`src/rtl/alu_share_arbiter.sv`:
```
// -----------------------------------------------------------------------------
// alu_share_arbiter
//
// Shares one combinational ALU (control decoder + datapath) between two
// requesters. Each requester presents {funct7, alu_op, funct3, a, b} on a
// valid/ready handshake. One request is granted at a time, with round-robin
// fairness. The operation is issued to the ALU from a registered copy. The
// ALU result and zero flag are captured and returned on a per-requester
// response handshake.
//
// Ports
//   clk                      rising-edge clock
//   reset                    asynchronous assert, active-low reset
//   reqN_valid_i / _ready_o  request handshake, N = 0, 1
//   reqN_funct7_i            funct7 select bit
//   reqN_alu_op_i            ALU_Op class
//   reqN_funct3_i            funct3
//   reqN_a_i, reqN_b_i       operands
//   rspN_valid_o / _ready_i  response handshake, N = 0, 1
//   rspN_result_o, _zero_o   captured result; both requesters see the same value
//   alu_*_o                  issue register driven to the shared ALU
//   alu_result_i, alu_zero_i combinational return from the shared ALU
//   busy_o                   high whenever the FSM is not idle
//
// state | meaning
// ------+----------------------------------------------------------------
// IDLE  | waiting for a request; ready goes to the current winner only
// EXEC  | issue register drives the ALU; result captured at the end
// RESP  | response held for the owner until its rsp_ready_i is high
// -----------------------------------------------------------------------------
module alu_share_arbiter #(
   parameter int DATA_WIDTH = 32
) (
   input  logic                  clk,
   input  logic                  reset,

   input  logic                  req0_valid_i,
   output logic                  req0_ready_o,
   input  logic                  req0_funct7_i,
   input  logic [2:0]            req0_alu_op_i,
   input  logic [2:0]            req0_funct3_i,
   input  logic [DATA_WIDTH-1:0] req0_a_i,
   input  logic [DATA_WIDTH-1:0] req0_b_i,

   input  logic                  req1_valid_i,
   output logic                  req1_ready_o,
   input  logic                  req1_funct7_i,
   input  logic [2:0]            req1_alu_op_i,
   input  logic [2:0]            req1_funct3_i,
   input  logic [DATA_WIDTH-1:0] req1_a_i,
   input  logic [DATA_WIDTH-1:0] req1_b_i,

   output logic                  rsp0_valid_o,
   input  logic                  rsp0_ready_i,
   output logic [DATA_WIDTH-1:0] rsp0_result_o,
   output logic                  rsp0_zero_o,

   output logic                  rsp1_valid_o,
   input  logic                  rsp1_ready_i,
   output logic [DATA_WIDTH-1:0] rsp1_result_o,
   output logic                  rsp1_zero_o,

   output logic                  alu_funct7_o,
   output logic [2:0]            alu_op_o,
   output logic [2:0]            alu_funct3_o,
   output logic [DATA_WIDTH-1:0] alu_a_o,
   output logic [DATA_WIDTH-1:0] alu_b_o,
   input  logic [DATA_WIDTH-1:0] alu_result_i,
   input  logic                  alu_zero_i,

   output logic                  busy_o
);

   typedef enum logic [1:0] {
      IDLE = 2'd0,
      EXEC = 2'd1,
      RESP = 2'd2
   } state_t;

   state_t                state;
   logic                  prio;      // requester preferred when both are valid
   logic                  owner;     // requester of the transaction in flight

   logic                  iss_funct7;
   logic [2:0]            iss_op;
   logic [2:0]            iss_funct3;
   logic [DATA_WIDTH-1:0] iss_a;
   logic [DATA_WIDTH-1:0] iss_b;

   logic [DATA_WIDTH-1:0] res_value;
   logic                  res_zero;

   logic                  idle;
   logic                  accept0;
   logic                  accept1;
   logic                  rsp_handshake;

   assign idle = (state == IDLE);

   // A requester only loses ready when the other side is valid and currently
   // preferred, so a lone requester is granted regardless of prio.
   assign req0_ready_o = idle & ~(req1_valid_i &  prio);
   assign req1_ready_o = idle & ~(req0_valid_i & ~prio);

   // Both readies are never high while both valids are high, so at most one
   // accept fires per cycle.
   assign accept0 = req0_valid_i & req0_ready_o;
   assign accept1 = req1_valid_i & req1_ready_o;

   assign rsp_handshake = (state == RESP) & (owner ? rsp1_ready_i : rsp0_ready_i);

   always_ff @(posedge clk or negedge reset) begin
      if (!reset) begin
         state      <= IDLE;
         prio       <= 1'b0;
         owner      <= 1'b0;
         iss_funct7 <= 1'b0;
         iss_op     <= 3'd0;
         iss_funct3 <= 3'd0;
         iss_a      <= '0;
         iss_b      <= '0;
         res_value  <= '0;
         res_zero   <= 1'b0;
      end else begin
         case (state)
            IDLE: begin
               if (accept1) begin
                  owner      <= 1'b1;
                  iss_funct7 <= req1_funct7_i;
                  iss_op     <= req1_alu_op_i;
                  iss_funct3 <= req1_funct3_i;
                  iss_a      <= req1_a_i;
                  iss_b      <= req1_b_i;
                  state      <= EXEC;
               end else if (accept0) begin
                  owner      <= 1'b0;
                  iss_funct7 <= req0_funct7_i;
                  iss_op     <= req0_alu_op_i;
                  iss_funct3 <= req0_funct3_i;
                  iss_a      <= req0_a_i;
                  iss_b      <= req0_b_i;
                  state      <= EXEC;
               end
            end
            EXEC: begin
               res_value <= alu_result_i;
               res_zero  <= alu_zero_i;
               state     <= RESP;
            end
            RESP: begin
               if (rsp_handshake) begin
                  // Hand priority to the side that did not just finish.
                  prio  <= ~owner;
                  state <= IDLE;
               end
            end
            default: state <= IDLE;
         endcase
      end
   end

   // The issue register drives the ALU in every state. The ALU result is
   // only sampled in EXEC, so the value it computes elsewhere does not matter.
   assign alu_funct7_o = iss_funct7;
   assign alu_op_o     = iss_op;
   assign alu_funct3_o = iss_funct3;
   assign alu_a_o      = iss_a;
   assign alu_b_o      = iss_b;

   assign rsp0_valid_o  = (state == RESP) & ~owner;
   assign rsp1_valid_o  = (state == RESP) &  owner;
   assign rsp0_result_o = res_value;
   assign rsp1_result_o = res_value;
   assign rsp0_zero_o   = res_zero;
   assign rsp1_zero_o   = res_zero;

   assign busy_o = ~idle;

endmodule
```
`config.mk`:
```
export PLATFORM = sky130hd
export DESIGN_NAME = alu_share_arbiter
export DESIGN_NICKNAME = d
export VERILOG_FILES = /design/src/rtl/alu_share_arbiter.sv
export SDC_FILE = /design/constraint.sdc
export NUM_CORES = 1
export LEC_CHECK = 0
export CORE_AREA = 2 2 125 127
export DETAILED_ROUTE_END_ITERATION = 8
export DIE_AREA = 0 0 127 129
export PLACE_DENSITY = 0.8
export SLEW_MARGIN = 30
export SYNTH_ARGS = -nofsm -noshare
export SYNTH_HDL_FRONTEND = slang
export SYNTH_SLANG_ARGS = --single-unit
export TNS_END_PERCENT = 20
```
`constraint.sdc`:
```
create_clock -name clk -period 2.4 [get_ports clk]
set_input_delay 0.24 -clock clk [delete_from_list [all_inputs] [get_ports clk]]
set_output_delay 0.24 -clock clk [all_outputs]
set_load 0.005 [all_outputs]
```
# [After elaboration in Yosys (flattened, before gate mapping)]
# Index checks and enable logic that the tools add are counted.
[word_totals] reg_bits=108 latchBits=0 ram_bits=0 rom_bits=0 inputBits=181 out_inout_bits=142 word_cells=50 n_memories=0
[classes] add_sub_neg=0 n_mul=0 div=0 magnitude_cmp=0 eq_ne=4 n_shift=0 n_mux=17 n_bitwise=14 n_reduce_logical=5
[ops] operator="32-bit two-way mux" n=4
[ops] operator="3-bit two-way mux" n=4
[ops] operator="1-bit AND" n=9
[ops] operator="2-bit two-way mux" n=3
[ops] operator="2-bit one-hot mux with 3 select lines" n=1
[ops] operator="2-bit AND reduction" n=3
[ops] operator="1-bit two-way mux" n=5
[ops] operator="1-bit inverter" n=5
[ops] operator="3-bit by 1-bit inequality test with 1-bit output, second input constant" n=1
[ops] operator="2-bit by 1-bit equality test with 1-bit output, second input constant" n=1
[ops] operator="2-bit equality test, second input constant" n=1
[ops] operator="2-bit zero test" n=1
[ops] operator="2-bit inequality test, second input constant" n=1
[ops] operator="2-bit nonzero test" n=1

# [Longest topological paths before layout]
[logic_depth] depth_word=7 depth_mapped=6 mapped_depth_nobuf=4

# [Worst setup path before layout]
# No wires, ideal clock.
[synth_path] path_type="reg2reg" start="register prio" end="register iss_a[10] (netlist: alu_a_o[10])" setup_ns=0.104 arrival_ns=1.326 required_time_ns=2.296 setup_slack_ns=0.970 path_stages_with_launch=7 n_path_buf=3 synth_period_minus_slack_ns=1.430 path_cell_list="dfrtp_1 nand2b_1 buf_2 and3_4 buf_6 buf_6 o311ai_1"
[synth_between] elab_chain_len=7 elab_cells_between_ends=12 cone_classes="1 x mux; 9 x bitwise; 2 x reduce/logical"
[synth_rtl] element="from (decl)" line="81" text="logic prio;"
[synth_rtl] element="from (signal assigned)" line="153" text="prio <= ~owner;"
[synth_rtl] element="1-bit inverter" line="103" text="assign req1_ready_o = idle & ~(req0_valid_i & ~prio);"
[synth_rtl] element="1-bit AND" line="103"
[synth_rtl] element="1-bit inverter" line="103"
[synth_rtl] element="1-bit AND" line="103"
[synth_rtl] element="1-bit AND" line="108" text="assign accept1 = req1_valid_i & req1_ready_o;"
[synth_rtl] element="2-bit nonzero test (no line)"
[synth_rtl] element="2-bit AND reduction (no line)"
[synth_rtl] element="to (signal assigned)" line="132" text="iss_a <= req1_a_i;"
[synth_rtl] element="to (signal assigned)" line="140" text="iss_a <= req0_a_i;"
[synth_rtl] element="to (decl)" line="87" text="logic [DATA_WIDTH-1:0] iss_a;"
# Parallel ways exist; a longest one is shown, timed or not.
# A chain may end at the register's enable or synchronous reset.

# [Worst setup path in the final report]
[layout_path] start="register state[1]" end="output req1_ready_o"
[layout_between] elab_chain_len=2
[layout_rtl] element="from (decl)" line="80" text="state_t state;"
[layout_rtl] element="from (signal assigned)" line="114" text="state <= IDLE;"
[layout_rtl] element="from (signal assigned)" line="134" text="state <= EXEC;"
[layout_rtl] element="from (signal assigned)" line="142" text="state <= EXEC;"
[layout_rtl] element="2-bit zero test" line="98" text="assign idle = (state == IDLE);"
[layout_rtl] element="1-bit AND" line="103"
[layout_rtl] element="to (decl)" line="46" text="output logic req1_ready_o,"
# No other way between the ends.

==> flow_summary.yaml <==
drt:
  vias_per_cell: 5.43
  wl_um: 19100
  wl_per_cell_um: 19.4
  route.detailed.drc: 0
  drt_first_pass_iters: 4
  drtIter0Drc: 433
  ant_nets: 0
  num_vias: 5366
hold_path:
  min_delay_path_depth: 3
  hp-start: "req1_valid_i"
  whs_endpoint: "alu_a_o[4]"
  min_path_type: "in -> reg"
power_and_ir_drop:
  pwr_density_cell_nw_per_um2: 1210
  p_leak_nw: 3.60
  ir_worst_vdd_mv: 0.564
place:
  placed_cells: 971
  hpwl_um: 13500
  gp_congestion: 0.890
  portBuffers: 322
floorplanning:
  initial_utilization_pct: 36.2
  fp.dieH_um: 129
  pin_count: 323
  core.rowCount: 45
  fp.dieArea_sq_um: 16400
  die_x_um: 127
  coreArea_sq_um: 15000
grt:
  antenna_found_initial: 0
  track_usage_pct: 22.8
  grt_max_degree: 74
  grt.overflow.total: 0
  grt_pass1_vias: 5439
  grt_pass1_wl_um: 29300
cells_and_area:
  synthToLayoutAreaGrowth_pct: 62.7
  final_cells: 988
  postLayoutCoreUtil_pct: 58.9
  layout-drive-gt1-share_pct: 9.00
  fin_nets: 976
  fillers: 1295
  n_antenna_cell: 0
sta:
  fmax_ghz: 0.476
  setup_tns_ns: 0
  skew_ns: 0.00754
  rsz0062_at_grt: "no"
  hold_ws_ns: 0.304
  report.final.slew_viol_count: 0
  tightest_slew_ns: 0.903
  layout_min_cycle_time_ns: 2.10
  hold_viol_final: 0
  final-setup-viol-count: 0
  slew-limit-headroom_pct: 39.8
  period_share_pct: 87.5
worst_setup_path:
  path_max_fanout: 12
  crit_family: "buffers and inverters"
  cp_cell_sequence: "nor2_4 -> buf_4 -> and2_1 -> clkdlybuf4s50_1"
  critPathLaunchType: "flop"
  worstSetupPathType: "reg -> out"
  end_kind: "output pin"
  worst-path-buf-inv: 2
  r2r_start: "state[1]"
  worstPathRequired_ns: 2.16
  crit_slowest_cell: "clkdlybuf4s50_1"
  critPathMaxStageDelay_ns: 0.50
  cp_num_cells: 4
  reg2reg_setup_slack_ns: 0.49
  worstPathArrival_ns: 1.86
  reg2reg_depth: 3
  r2r_end: "alu_a_o[19]"
synth:
  synth_nets: 718
  yosysSeqAreaShare_pct: 49.9
  synth_top_family_by_area: "compound AO/OA/AOI/OAI gates"
  ys_warn_count: 0
  synth_seq_cells: 108
  synth_compound_area_share_pct: 19.0
  ys_types: 21
  synth-simple-area-share_pct: 9.26
  netlist_area_sq_um: 5420
  muxShareOfSynthArea_pct: 6.86
  syn_inst: 537
  synth-adder-area-share_pct: 0
  synth.avg_cell_area_sq_um: 10.1
  synth_xor_area_share_pct: 0
clocking:
  cts_max_level: 3
  clk_pin_slew_ns: 0.08
  clockRootBuffer: "clkbuf_16"
  clock_latency_ns: 0.35
  cts.repair.resized: 0
  cts_setup_buffers: 0
  cts_buffers: 9
  clock_sinks: 108
  cts_max_path_buffers: 2
  ctsHoldBuffers: 1
  cts_tree: "built"
job:
  drv_cap: 0
status:
  status: "finished, final reports clean"
[synthesized netlist by cell type, drive strengths merged]
master  instances  share of area [%]
nand2b          3               0.35
a21o            1               0.14
and3            2               0.32
buf            47                6.8
clkbuf         43                3.0
inv            74                5.1
clkinv          1              0.069
a21oi           2               0.18
dfrtp         108                 50
o311ai         71                 12
a31oi           1               0.12
o21ai          75                7.0
nand4          71                8.2
mux2           33                6.9
nor2            4               0.28
and2            1               0.12
[per-stage QoR]
step	area [sq um]	worst slack, ns	power [mW]
floorplan	5420	0.970	6.10
finish	8810	0.300	10.6
global placement	8520	0.351	9.10
global route	8810	0.201	11.3
CTS	8810	0.271	10.8
detailed placement	8520	0.266	9.26
[metal layers]
metal | global-route usage, % | share of wire (%) | vias up
met5 | 0 | 0 | -
met4 | 8.47 | 2.6 | 0
met3 | 6.28 | 8.1 | 40
met2 | 40.1 | 51 | 269
met1 | 26.8 | 38 | 2599
li1 | - | - | 2458
[worst max-delay path by stage]
stage	start	endpoint	slack, ns
after CTS	state[1]	req1_ready_o	0.27
after detailed placement	req0_valid_i	alu_a_o[19]	0.27
after floorplan	prio	alu_a_o[10]	0.97
final	state[1]	req1_ready_o	0.30
after global placement	req0_valid_i	alu_b_o[0]	0.35
after global routing	state[1]	req1_ready_o	0.20
[sequential cells by signal, summed over array words and instances (netlist names)]
signal / count
alu_a_o: 32
alu_b_o: 32
alu_funct3_o: 3
alu_funct7_o: 1
alu_op_o: 3
owner: 1
prio: 1
rsp0_result_o: 32
rsp0_zero_o: 1
state: 2
[worst reg2reg max path, cell delays in order, from the launching register on]
cell and delay, ns:
dfrtp_1 0.44, nor2_4 0.19, and3_4 0.80, o311ai_1 0.32
[area by class of cell]
class,instances,area [sq um],area share (%)
Clock inverter,7,58.8,0.667
Clock buffer,9,225,2.56
Multi-Input combinational cell,264,1930,21.9
Tap cell,188,235,2.67
Timing Repair Buffer,337,3380,38.4
Sequential cell,108,2700,30.7
Inverter,75,282,3.19
[report_power, final]
group / switching [mW] / leakage, nW / internal (mW)
logic: 2.44 / 2.19 / 3.38
clock network: 0.726 / 0.139 / 0.724
registers: 0.586 / 1.27 / 2.78
total: 3.76 / 3.60 / 6.89
[cell usage in the layout, fill, tap and decap left out, drive strengths merged]
cell type / synthesis / final
a21oi: 2 / 2
and3: 2 / 2
clkdlybuf4s50: 0 / 320
mux2: 33 / 33
and2: 1 / 1
nor2: 4 / 4
a31oi: 1 / 1
dlygate4sd3: 0 / 1
nand2b: 3 / 3
a21o: 1 / 1
clkbuf: 43 / 9
inv: 74 / 79
clkinvlp: 0 / 1
dfrtp: 108 / 108
o21ai: 75 / 75
buf: 47 / 16
clkinv: 1 / 2
nand4: 71 / 71
o311ai: 71 / 71
[cell families after synthesis]
| group | Yosys count |
|---|---|
| AND/OR/NAND/NOR | 81 |
| buffers and inverters | 165 |
| AO/OA/AOI/OAI | 150 |
| multiplexers | 33 |
| flip-flops | 108 |
(Power assumes the default switching activity.)
